### src/rtl/binary_clock_pkg.sv
// Shared types and constants for the settable binary clock.
package binary_clock_pkg;

   typedef enum logic [1:0] {
      RUN   = 2'd0,
      SET_H = 2'd1,
      SET_M = 2'd2
   } mode_e;

   localparam int SEC_LIMIT  = 60;
   localparam int MIN_LIMIT  = 60;
   localparam int HR24_LIMIT = 24;
   localparam int HR12_LIMIT = 12;

   localparam int SEC_W = 6;
   localparam int MIN_W = 6;
   localparam int HR_W  = 5;

   // Width of a counter that must hold 0..n-1; never narrower than one bit.
   function automatic int cnt_width(input int n);
      return (n > 1) ? $clog2(n) : 1;
   endfunction

endpackage

### src/rtl/mod_counter.sv
// Modulo counter covering BASE..BASE+LIMIT-1. i_en is the cascade enable and
// produces a carry when wrapping; i_inc is a manual step that wraps silently.
module mod_counter #(
   parameter int W       = 6,
   parameter int LIMIT   = 60,
   parameter int BASE    = 0,
   parameter int RST_VAL = 0
) (
   input  logic         i_clk,
   input  logic         i_rst,
   input  logic         i_clr,
   input  logic         i_en,
   input  logic         i_inc,
   output logic [W-1:0] o_value,
   output logic         o_carry
);

   localparam logic [W-1:0] MAX_V  = W'(BASE + LIMIT - 1);
   localparam logic [W-1:0] BASE_V = W'(BASE);
   localparam logic [W-1:0] RST_V  = W'(RST_VAL);

   logic [W-1:0] r_value;
   logic         w_at_max;

   assign w_at_max = (r_value == MAX_V);
   assign o_carry  = i_en & w_at_max;
   assign o_value  = r_value;

   // count with wrap on either the cascade enable or a manual step
   always_ff @(posedge i_clk) begin
      if (i_rst || i_clr) begin
         r_value <= RST_V;
      end else if (i_en || i_inc) begin
         r_value <= w_at_max ? BASE_V : (r_value + {{(W-1){1'b0}}, 1'b1});
      end else begin
         r_value <= r_value;
      end
   end

endmodule

### src/rtl/settable_binary_clock.sv
// Binary clock with button-driven set mode and a row-scanned LED matrix.
module settable_binary_clock
   import binary_clock_pkg::*;
#(
   parameter int DIV      = 100,
   parameter int SCAN_DIV = 1,
   parameter int ROWS     = 4,
   parameter int COLS     = 4,
   parameter int MODE24   = 1
) (
   input  logic            i_clk,
   input  logic            i_rst,
   input  logic            i_btn_mode,
   input  logic            i_btn_inc,
   output logic [ROWS-1:0] o_rows,
   output logic [COLS-1:0] o_cols,
   output logic            o_sec_tick,
   output logic            o_day_tick
);

   localparam int NPIX     = ROWS * COLS;
   localparam int PIX_W    = (NPIX > 17) ? NPIX : 17;
   localparam int HALF     = (DIV / 2 > 0) ? DIV / 2 : 1;
   localparam int PRE_W    = cnt_width(DIV);
   localparam int BLK_W    = cnt_width(HALF);
   localparam int SCN_W    = cnt_width(SCAN_DIV);
   localparam int ROW_W    = cnt_width(ROWS);
   localparam int HR_LIMIT = (MODE24 != 0) ? HR24_LIMIT : HR12_LIMIT;
   localparam int HR_BASE  = (MODE24 != 0) ? 0 : 1;
   localparam int HR_RST   = (MODE24 != 0) ? 0 : 12;

   localparam logic [PRE_W-1:0] PRE_MAX = PRE_W'(DIV - 1);
   localparam logic [BLK_W-1:0] BLK_MAX = BLK_W'(HALF - 1);
   localparam logic [SCN_W-1:0] SCN_MAX = SCN_W'(SCAN_DIV - 1);
   localparam logic [ROW_W-1:0] ROW_MAX = ROW_W'(ROWS - 1);

   mode_e            r_state, w_state_nxt;
   logic             r_mode_prev, r_inc_prev;
   logic             w_mode_rise, w_inc_rise, w_inc_ok;
   logic             w_run, w_set_h, w_set_m, w_leave_set;
   logic [PRE_W-1:0] r_presc;
   logic             w_strobe;
   logic [BLK_W-1:0] r_blink_cnt;
   logic             r_blink;
   logic [SCN_W-1:0] r_scan_cnt;
   logic [ROW_W-1:0] r_row;
   logic [SEC_W-1:0] w_sec;
   logic [MIN_W-1:0] w_min;
   logic [HR_W-1:0]  w_hr;
   logic             w_sec_carry, w_min_carry, w_hr_carry;
   logic [PIX_W-1:0] w_pix;
   logic [COLS-1:0]  w_row_pix;
   logic [ROWS-1:0]  r_rows;
   logic [COLS-1:0]  r_cols;
   logic             r_sec_tick, r_day_tick;

   // Sampling the buttons during reset too means a button held through
   // reset is seen as already high and cannot fake a rising edge.
   always_ff @(posedge i_clk) begin
      r_mode_prev <= i_btn_mode;
      r_inc_prev  <= i_btn_inc;
   end

   assign w_mode_rise = i_btn_mode & ~r_mode_prev;
   assign w_inc_rise  = i_btn_inc & ~r_inc_prev;
   // a mode change in the same cycle swallows the increment
   assign w_inc_ok    = w_inc_rise & ~w_mode_rise;

   // mode state register
   always_ff @(posedge i_clk) begin
      if (i_rst) begin
         r_state <= RUN;
      end else begin
         r_state <= w_state_nxt;
      end
   end

   // mode next-state: each mode press advances RUN -> SET_H -> SET_M -> RUN
   always_comb begin
      w_state_nxt = r_state;
      case (r_state)
         RUN:     w_state_nxt = w_mode_rise ? SET_H : RUN;
         SET_H:   w_state_nxt = w_mode_rise ? SET_M : SET_H;
         SET_M:   w_state_nxt = w_mode_rise ? RUN : SET_M;
         default: w_state_nxt = RUN;
      endcase
   end

   // mode decode
   always_comb begin
      w_run   = 1'b0;
      w_set_h = 1'b0;
      w_set_m = 1'b0;
      case (r_state)
         RUN:     w_run   = 1'b1;
         SET_H:   w_set_h = 1'b1;
         SET_M:   w_set_m = 1'b1;
         default: w_run   = 1'b1;
      endcase
   end

   assign w_leave_set = w_set_m & w_mode_rise;

   // seconds prescaler: runs only in RUN, restarts when leaving set mode
   always_ff @(posedge i_clk) begin
      if (i_rst || w_leave_set) begin
         r_presc <= '0;
      end else if (w_run) begin
         r_presc <= (r_presc == PRE_MAX) ? '0 : (r_presc + {{(PRE_W-1){1'b0}}, 1'b1});
      end else begin
         r_presc <= r_presc;
      end
   end

   assign w_strobe = w_run & (r_presc == PRE_MAX);

   mod_counter #(.W(SEC_W), .LIMIT(SEC_LIMIT), .BASE(0), .RST_VAL(0)) u_sec (
      .i_clk   (i_clk),
      .i_rst   (i_rst),
      .i_clr   (w_leave_set),
      .i_en    (w_strobe),
      .i_inc   (1'b0),
      .o_value (w_sec),
      .o_carry (w_sec_carry)
   );

   mod_counter #(.W(MIN_W), .LIMIT(MIN_LIMIT), .BASE(0), .RST_VAL(0)) u_min (
      .i_clk   (i_clk),
      .i_rst   (i_rst),
      .i_clr   (1'b0),
      .i_en    (w_sec_carry),
      .i_inc   (w_set_m & w_inc_ok),
      .o_value (w_min),
      .o_carry (w_min_carry)
   );

   mod_counter #(.W(HR_W), .LIMIT(HR_LIMIT), .BASE(HR_BASE), .RST_VAL(HR_RST)) u_hr (
      .i_clk   (i_clk),
      .i_rst   (i_rst),
      .i_clr   (1'b0),
      .i_en    (w_min_carry),
      .i_inc   (w_set_h & w_inc_ok),
      .o_value (w_hr),
      .o_carry (w_hr_carry)
   );

   // free-running blink phase, toggling every half second
   always_ff @(posedge i_clk) begin
      if (i_rst) begin
         r_blink_cnt <= '0;
         r_blink     <= 1'b0;
      end else if (r_blink_cnt == BLK_MAX) begin
         r_blink_cnt <= '0;
         r_blink     <= ~r_blink;
      end else begin
         r_blink_cnt <= r_blink_cnt + {{(BLK_W-1){1'b0}}, 1'b1};
         r_blink     <= r_blink;
      end
   end

   // row scan: step to the next row every SCAN_DIV cycles
   always_ff @(posedge i_clk) begin
      if (i_rst) begin
         r_scan_cnt <= '0;
         r_row      <= '0;
      end else if (r_scan_cnt == SCN_MAX) begin
         r_scan_cnt <= '0;
         r_row      <= (r_row == ROW_MAX) ? '0 : (r_row + {{(ROW_W-1){1'b0}}, 1'b1});
      end else begin
         r_scan_cnt <= r_scan_cnt + {{(SCN_W-1){1'b0}}, 1'b1};
         r_row      <= r_row;
      end
   end

   // pixel map: minutes, hours, then seconds when the matrix is big enough
   always_comb begin
      w_pix = '0;
      if (w_set_m && r_blink) begin
         w_pix[5:0] = '0;
      end else begin
         w_pix[5:0] = w_min;
      end
      if (w_set_h && r_blink) begin
         w_pix[10:6] = '0;
      end else begin
         w_pix[10:6] = w_hr;
      end
      if (NPIX >= 17) begin
         w_pix[16:11] = w_sec;
      end else begin
         w_pix[16:11] = '0;
      end
   end

   assign w_row_pix = w_pix[r_row * COLS +: COLS];

   // registered display drive and tick pulses
   always_ff @(posedge i_clk) begin
      if (i_rst) begin
         r_rows     <= '1;
         r_cols     <= '0;
         r_sec_tick <= 1'b0;
         r_day_tick <= 1'b0;
      end else begin
         r_rows     <= ~(ROWS'(1) << r_row);
         r_cols     <= w_row_pix;
         r_sec_tick <= w_strobe;
         r_day_tick <= w_hr_carry;
      end
   end

   assign o_rows     = r_rows;
   assign o_cols     = r_cols;
   assign o_sec_tick = r_sec_tick;
   assign o_day_tick = r_day_tick;

endmodule

### config.mk
export PLATFORM = sky130hd
export DESIGN_NAME = settable_binary_clock
export DESIGN_NICKNAME = d
export VERILOG_FILES = /design/src/rtl/binary_clock_pkg.sv /design/src/rtl/mod_counter.sv /design/src/rtl/settable_binary_clock.sv
export SDC_FILE = /design/constraint.sdc
export NUM_CORES = 1
export LEC_CHECK = 0
export CAP_MARGIN = 30
export CORE_MARGIN = 2
export CORE_UTILIZATION = 30
export CTS_BUF_LIST = sky130_fd_sc_hd__clkbuf_16
export DETAILED_ROUTE_END_ITERATION = 8
export GPL_TIMING_DRIVEN = 1
export PLACE_DENSITY_LB_ADDON = 0.2
export SLEW_MARGIN = 5
export SYNTH_ARGS = -nofsm -noshare
export SYNTH_HDL_FRONTEND = slang
export SYNTH_SLANG_ARGS = --single-unit
### constraint.sdc
create_clock -name i_clk -period 3.3 [get_ports i_clk]
set_clock_uncertainty 0.2 [all_clocks]
set_input_delay 0.825 -clock i_clk [delete_from_list [all_inputs] [get_ports i_clk]]
set_output_delay 0.825 -clock i_clk [all_outputs]
set_load 0.1 [all_outputs]
==> flow_metrics.py, run 1 <==
metrics = {
    "place": {
        "io_buffers": 13,
        "gp_congestion": 0.732,
        "dp_hpwl_um": 3070,
        "dpl_cell_area_um2": 2460,
        "place_ws_ns": 0.676,
    },
    "logic_synthesis": {
        "synth_ff_type": "dfxtp_1",
        "synth_seq_cells": 48,
        "synth_edf_count": 0,
        "synth_cells": 246,
        "synth_cell_type_count": 48,
        "synth.avg_cell_area_um2": 9.17,
        "syn-cell-area_um2": 2260,
        "async_reset_ff_frac": 0,
        "seq_area_frac_synth": 0.426,
        "synth_fp_nets": 264,
        "yosys_warnings": 0,
    },
    "power": {
        "switchingPower_mw": 0.300,
        "p_per_area_nw_per_um2": 465,
        "finalPower_mw": 1.21,
        "p_int_mw": 0.911,
        "ir_drop_mv": 0.231,
        "pwr-share-comb": 0.075,
        "clkPwrFrac": 0.419,
        "leakagePower_nw": 1.02,
        "seqPwrFrac": 0.506,
        "swShare": 0.248,
    },
    "grt": {
        "grt_pass1_vias": 1558,
        "antenna_found_initial": 0,
        "grt_use_total": 0.112,
        "grt_start_max_net_pins": 17,
        "grt_pass1_wl_um": 7550,
        "overflow": 0,
    },
    "clock_tree": {
        "post_cts_resized": 0,
        "cts_hold_buf": 0,
        "cts_buffers": 5,
        "path_clk_slew_ns": 0.07,
        "cts.sinks": 48,
        "tritoncts": "yes",
        "clockBufferDepth": 2,
        "insertion_delay_ns": 0.29,
        "h-tree-depth": 2,
        "root_buffer": "clkbuf_16",
        "cts_setup_buffers": 0,
    },
    "worst_setup_path": {
        "r2r_setup_slack_ns": 0.98,
        "cp_top_family": "simple AND/OR/NAND/NOR gates",
        "critPathRequiredTime_ns": 3.32,
        "crit_arrival_ns": 2.34,
        "cpMaxStageDelayCell": "clkdlybuf4s50_1",
        "critPathKind": "primary input to register",
        "crit_path_end_kind": "register",
        "cp-start-kind": "primary input",
        "path_max_fanout": 9,
        "slowest_delay_ns": 0.47,
        "r2r-start": "r_state[0]",
        "path_buf_inv": 1,
        "ff2ff_path_depth": 6,
        "critical_path.cell_chain": "clkdlybuf4s50_1, and2b_1, nand3_1, a21boi_0, mux2i_1",
        "timing.rr.end": "u_hr.o_value[3]",
    },
    "timing": {
        "final_max_slew_viol_count": 0,
        "setup_slack_ns": 0.972,
        "rsz0062_at_grt": "no",
        "setup_viol": 0,
        "fin_crit_sh": 0.705,
        "max_freq_ghz": 0.430,
        "tns_ns": 0,
        "min_period_ns": 2.33,
        "final-hold-violation-count": 0,
    },
    "layout": {
        "diodes": 0,
        "area_delta_synth_final_pct": 15.6,
        "utilization": 0.359,
        "fin_nets": 280,
        "nFillCells": 752,
        "drive_gt1_frac": 0.122,
        "final_area_um2": 2610,
    },
    "route": {
        "firstDrtPassIters": 4,
        "wirelength_um": 4280,
        "drcViolationCount": 0,
        "wl_per_cell_um": 11.8,
        "drt_iter0_markers": 71,
        "num_vias": 1709,
        "drt.antenna.violating_nets": 0,
        "vias_per_cell": 4.72,
    },
    "hold_path": {
        "worstHoldEndpoint": "r_blink_cnt[0]",
        "hold_class": "register to register",
        "hold_path_startpoint": "r_blink_cnt[0]",
        "hold_path_depth": 1,
    },
    "status": {
        "status": "finished clean",
    },
    "floorplanning": {
        "coreArea_um2": 7250,
        "die_h_um": 90.7,
        "dieArea_um2": 8230,
        "core.rowCount": 31,
        "num_io_pins": 14,
        "initial_core_util": 0.311,
        "die_w_um": 90.7,
    },
    "run": {
        "maxCapViolCount": 0,
    },
}
## cells in the mapped netlist (2+ instances only)
cell / n / share of area
dfxtp_1: 48 / 0.43
nor2_1: 28 / 0.047
nand2_1: 26 / 0.043
nand3_1: 16 / 0.035
ha_1: 14 / 0.078
a21oi_1: 11 / 0.024
xor2_1: 10 / 0.039
inv_1: 8 / 0.013
mux2i_1: 8 / 0.035
and3_1: 7 / 0.019
nand4_1: 6 / 0.017
nor3_1: 5 / 0.011
xnor2_1: 5 / 0.019
clkbuf_1: 4 / 0.0067
o21ai_0: 4 / 0.0089
buf_6: 3 / 0.015
nor3b_1: 3 / 0.010
a21boi_0: 2 / 0.0067
a21oi_2: 2 / 0.0078
a31oi_1: 2 / 0.0055
a32o_1: 2 / 0.0089
and2_1: 2 / 0.0055
and4b_1: 2 / 0.0089
nand4b_1: 2 / 0.0078
nor2b_1: 2 / 0.0055
o221a_2: 2 / 0.010
## cell type report
type                            count  area (um2)  share of cell area
Tap cell                           99         124              0.0475
Clock buffer                        5         125              0.0480
Sequential cell                    48         961               0.369
Clock inverter                      3        23.8             0.00912
Inverter                            8        30.0              0.0115
Multi-Input combinational cell    183        1220               0.466
Timing Repair Buffer               16         128              0.0489
## metrics by stage
step                hold WS (ns)  std cells
floorplan                  0.229        246
global placement           0.250        354
global route               0.308        362
detailed placement         0.256        354
finish                     0.260        362
CTS                        0.272        362
## placed cells by master, fill, tap and decap left out, types with 2 or more instances in the layout
cell | synthesis | routed
and3_1 | 7 | 7
o21ai_0 | 4 | 4
nand2_1 | 26 | 26
ha_1 | 14 | 14
mux2i_1 | 8 | 8
a21oi_2 | 2 | 2
nor2_1 | 28 | 28
and2_1 | 2 | 2
a32o_1 | 2 | 2
nand4b_1 | 2 | 2
clkinvlp_4 | 0 | 2
a31oi_1 | 2 | 2
o221a_2 | 2 | 2
xnor2_1 | 5 | 5
nor3b_1 | 3 | 3
nor2b_1 | 2 | 2
clkdlybuf4s50_1 | 0 | 3
a21boi_0 | 2 | 2
nor3_1 | 5 | 5
nand4_1 | 6 | 6
dfxtp_1 | 48 | 48
and4b_1 | 2 | 2
nand3_1 | 16 | 16
xor2_1 | 10 | 10
inv_1 | 8 | 8
buf_4 | 0 | 13
a21oi_1 | 11 | 11
clkbuf_16 | 0 | 5
## sequential cells by signal, summed over array words and instances, names as in the netlist
| register | flops |
|---|---|
| o_cols | 4 |
| o_day_tick | 1 |
| o_rows | 4 |
| o_sec_tick | 1 |
| r_blink | 1 |
| r_blink_cnt | 6 |
| r_inc_prev | 1 |
| r_mode_prev | 1 |
| r_presc | 7 |
| r_row | 2 |
| r_scan_cnt | 1 |
| r_state | 2 |
| u_hr.o_value | 5 |
| u_min.o_value | 6 |
| u_sec.o_value | 6 |
## routing by layer
| layer | wire length [um] | vias to the layer above | track usage |
|---|---|---|---|
| met5 | 0 | - | 0 |
| met4 | 76 | 0 | 0.0423 |
| met3 | 164 | 5 | 0.0275 |
| met2 | 1810 | 32 | 0.167 |
| met1 | 2230 | 774 | 0.157 |
| li1 | - | 898 | - |
## logic make-up after synthesis
logic type                 count (synthesis)  share of synthesized area
buffers and inverters                     15                     0.0349
AOI/OAI and AO/OA                         36                      0.112
adders and majority gates                 14                     0.0776
xor gates and xnor gates                  15                     0.0582
DFF                                       48                      0.426
other                                      1                    0.00166
muxes                                      8                     0.0355
and+or+nand+nor                          109                      0.254
## power groups by stage
stage	sequential [mW]	combinational, mW	clock (mW)
final	0.613	0.0905	0.508
after CTS	0.613	0.0917	0.529
after global routing	0.616	0.102	0.546
after floorplan	0.639	0.0537	0
after detailed placement	0.626	0.0915	0
after global placement	0.626	0.0912	0
## worst max path at each step
stage	slack (ns)	start	cells past startpoint	to
global placement	0.71	i_btn_inc	5	u_min.o_value[3]
floorplan	1.31	r_state[0]	8	u_min.o_value[2]
detailed placement	0.68	i_btn_inc	5	u_min.o_value[3]
finish	0.97	i_btn_inc	5	u_min.o_value[2]
CTS	0.93	r_state[0]	6	u_hr.o_value[3]
global route	0.77	r_state[0]	6	u_hr.o_value[3]
Note: power is estimated with default switching activity, not from simulation.
==> run 2: changes to the inputs <==
==> constraint.sdc (replaced) <==
create_clock -name i_clk -period 2.23 [get_ports i_clk]
set_clock_uncertainty 0.2 [all_clocks]
set_input_delay 0.5575 -clock i_clk [delete_from_list [all_inputs] [get_ports i_clk]]
set_output_delay 0.5575 -clock i_clk [all_outputs]
set_load 0.1 [all_outputs]
==> run 2 against run 1 <==
Sequential cell count stayed put. Setup slack worse by 0.76 ns. Via count grew 2.2%. Global-route usage hardly changed. Combinational power grew 65%. Critical path depth is 2 higher. Non-clock buffer count grew 14. Critical path type is now register to register. Largest power group unchanged. Highest routed layer unchanged.
==> flow_metrics.py, run 2 (synthesis gave the netlist of run 1 again) <==
metrics = {
    "grt": {
        "grt_pass1_vias": 1590,
        "grt_start_max_net_pins": 16,
        "grt_use_total": 0.112,
        "grt_pass1_wl_um": 7500,
        "antenna_found_initial": 0,
        "overflow": 0,
    },
    "layout": {
        "fin_nets": 294,
        "multiInputGateArea_um2": 1220,
        "final_common_cell": "dfxtp_1",
        "nFillCells": 750,
        "most-common-layout-cells": "48 x dfxtp_1, 28 x nor2_1, 26 x nand2_1",
        "drive_gt1_frac": 0.170,
        "stdcell_count": 376,
        "utilization": 0.381,
        "diodes": 0,
        "final_area_um2": 2760,
        "area_delta_synth_final_pct": 22.4,
        "seq_area_um2": 961,
        "largest_reg_flops": 7,
        "regMostFlops": "r_presc",
    },
    "timing": {
        "setup_slack_ns": 0.210,
        "final-hold-violation-count": 0,
        "final_max_slew_viol_count": 0,
        "max_freq_ghz": 0.495,
        "min_period_ns": 2.02,
        "rsz0062_at_grt": "no",
        "relSlewSlack": 0.628,
        "setup_viol": 0,
        "max_slew.worst_pin.slew_ns": 0.558,
        "fin_crit_sh": 0.906,
    },
    "floorplanning": {
        "core.rowCount": 31,
        "die_h_um": 90.7,
        "initial_core_util": 0.311,
        "dieArea_um2": 8230,
        "die_w_um": 90.7,
        "num_io_pins": 14,
        "coreArea_um2": 7250,
    },
    "worst_setup_path": {
        "critPathKind": "register to register",
        "path_max_fanout": 9,
        "crit_arrival_ns": 2.05,
        "cpMaxStageDelayCell": "dfxtp_1",
        "critical_path.cell_chain": "inv_1, ha_1, and4bb_4, nand3_4, buf_4, a211o_1, a21oi_2",
        "path_buf_inv": 2,
        "cp-start-kind": "register",
        "cp_top_family": "simple AND/OR/NAND/NOR gates",
        "slowest_delay_ns": 0.36,
        "critPathRequiredTime_ns": 2.26,
        "crit_path_end_kind": "register",
    },
    "clock_tree": {
        "cts_setup_buffers": 0,
        "cts.sinks": 48,
        "h-tree-depth": 2,
        "clockBufferDepth": 2,
        "tritoncts": "yes",
        "insertion_delay_ns": 0.28,
        "path_clk_slew_ns": 0.06,
        "cts_buffers": 5,
        "root_buffer": "clkbuf_16",
    },
    "run": {
        "maxCapViolCount": 0,
    },
    "place": {
        "dp.cells": 368,
        "dp_hpwl_um": 3250,
        "place_ws_ns": -0.0502,
        "gp_congestion": 0.744,
        "dpl_cell_area_um2": 2590,
        "io_buffers": 13,
    },
    "route": {
        "drt.antenna.violating_nets": 0,
        "drcViolationCount": 0,
        "wl_per_cell_um": 11.5,
        "vias_per_cell": 4.64,
        "firstDrtPassIters": 4,
        "num_vias": 1746,
        "wirelength_um": 4330,
        "drt_iter0_markers": 65,
    },
    "power": {
        "p_per_area_nw_per_um2": 686,
        "finalPower_mw": 1.89,
        "ir_drop_mv": 0.302,
        "leakagePower_nw": 1.11,
    },
    "status": {
        "status": "finished clean",
    },
    "hold_path": {
        "hold_class": "register to register",
    },
}
==> run 2: cell types whose count changed in the layout (fill, tap and decap cells not counted), sizes merged <==
cell,previous run,this run
buf,13,27
bufinv,0,1
clkinvlp,2,1
==> run 2: stage by stage <==
stage / hold WS [ns] / TNS, ns
after floorplan: 0.229 / 0
after global placement: 0.248 / -0.0347
after detailed placement: 0.265 / -0.103
after CTS: 0.279 / 0
after global routing: 0.291 / 0
final: 0.268 / 0
==> run 2: repair_timing <==
| action | CTS | global route |
|---|---|---|
| hold buffers | 0 | 0 |
| gates resized for setup | 0 | 2 |
| endpoints found under the setup margin | 0 | 4 |
==> run 2: cell type report <==
class,instances,share of cell area
Multi-Input combinational cell,183,0.442
Tap cell,99,0.0449
Timing Repair Buffer,30,0.0934
Clock inverter,3,0.0154
Sequential cell,48,0.348
Clock buffer,5,0.0453
Inverter,8,0.0109
==> run 2: routing by layer <==
metal,vias up,share of wire,routed length [um],GRT usage
met4,0,0.021,92,0.0500
met1,799,0.55,2390,0.160
li1,921,-,-,-
met5,-,0,0,0
met2,20,0.40,1750,0.158
met3,6,0.023,99,0.0267
==> run 2: path summary, 6_finish.rpt <==
path / to / startpoint / cells past startpoint / slack (ns)
worst max-delay path: u_min.o_value[0] / r_state[0] / 7 / 0.21
worst min-delay path: r_blink_cnt[0] / r_blink_cnt[0] / 1 / 0.27
worst max register to register: u_min.o_value[0] / r_state[0] / 7 / 0.21
worst min register to register: r_blink_cnt[0] / r_blink_cnt[0] / 1 / 0.27
==> run 2: where the power goes <==
part	internal (mW)	switching, mW	leakage [nW]
sequential	0.883	0.0202	0.390
clock	0.526	0.315	0.0798
combinational	0.0573	0.0918	0.638
total	1.47	0.427	1.11
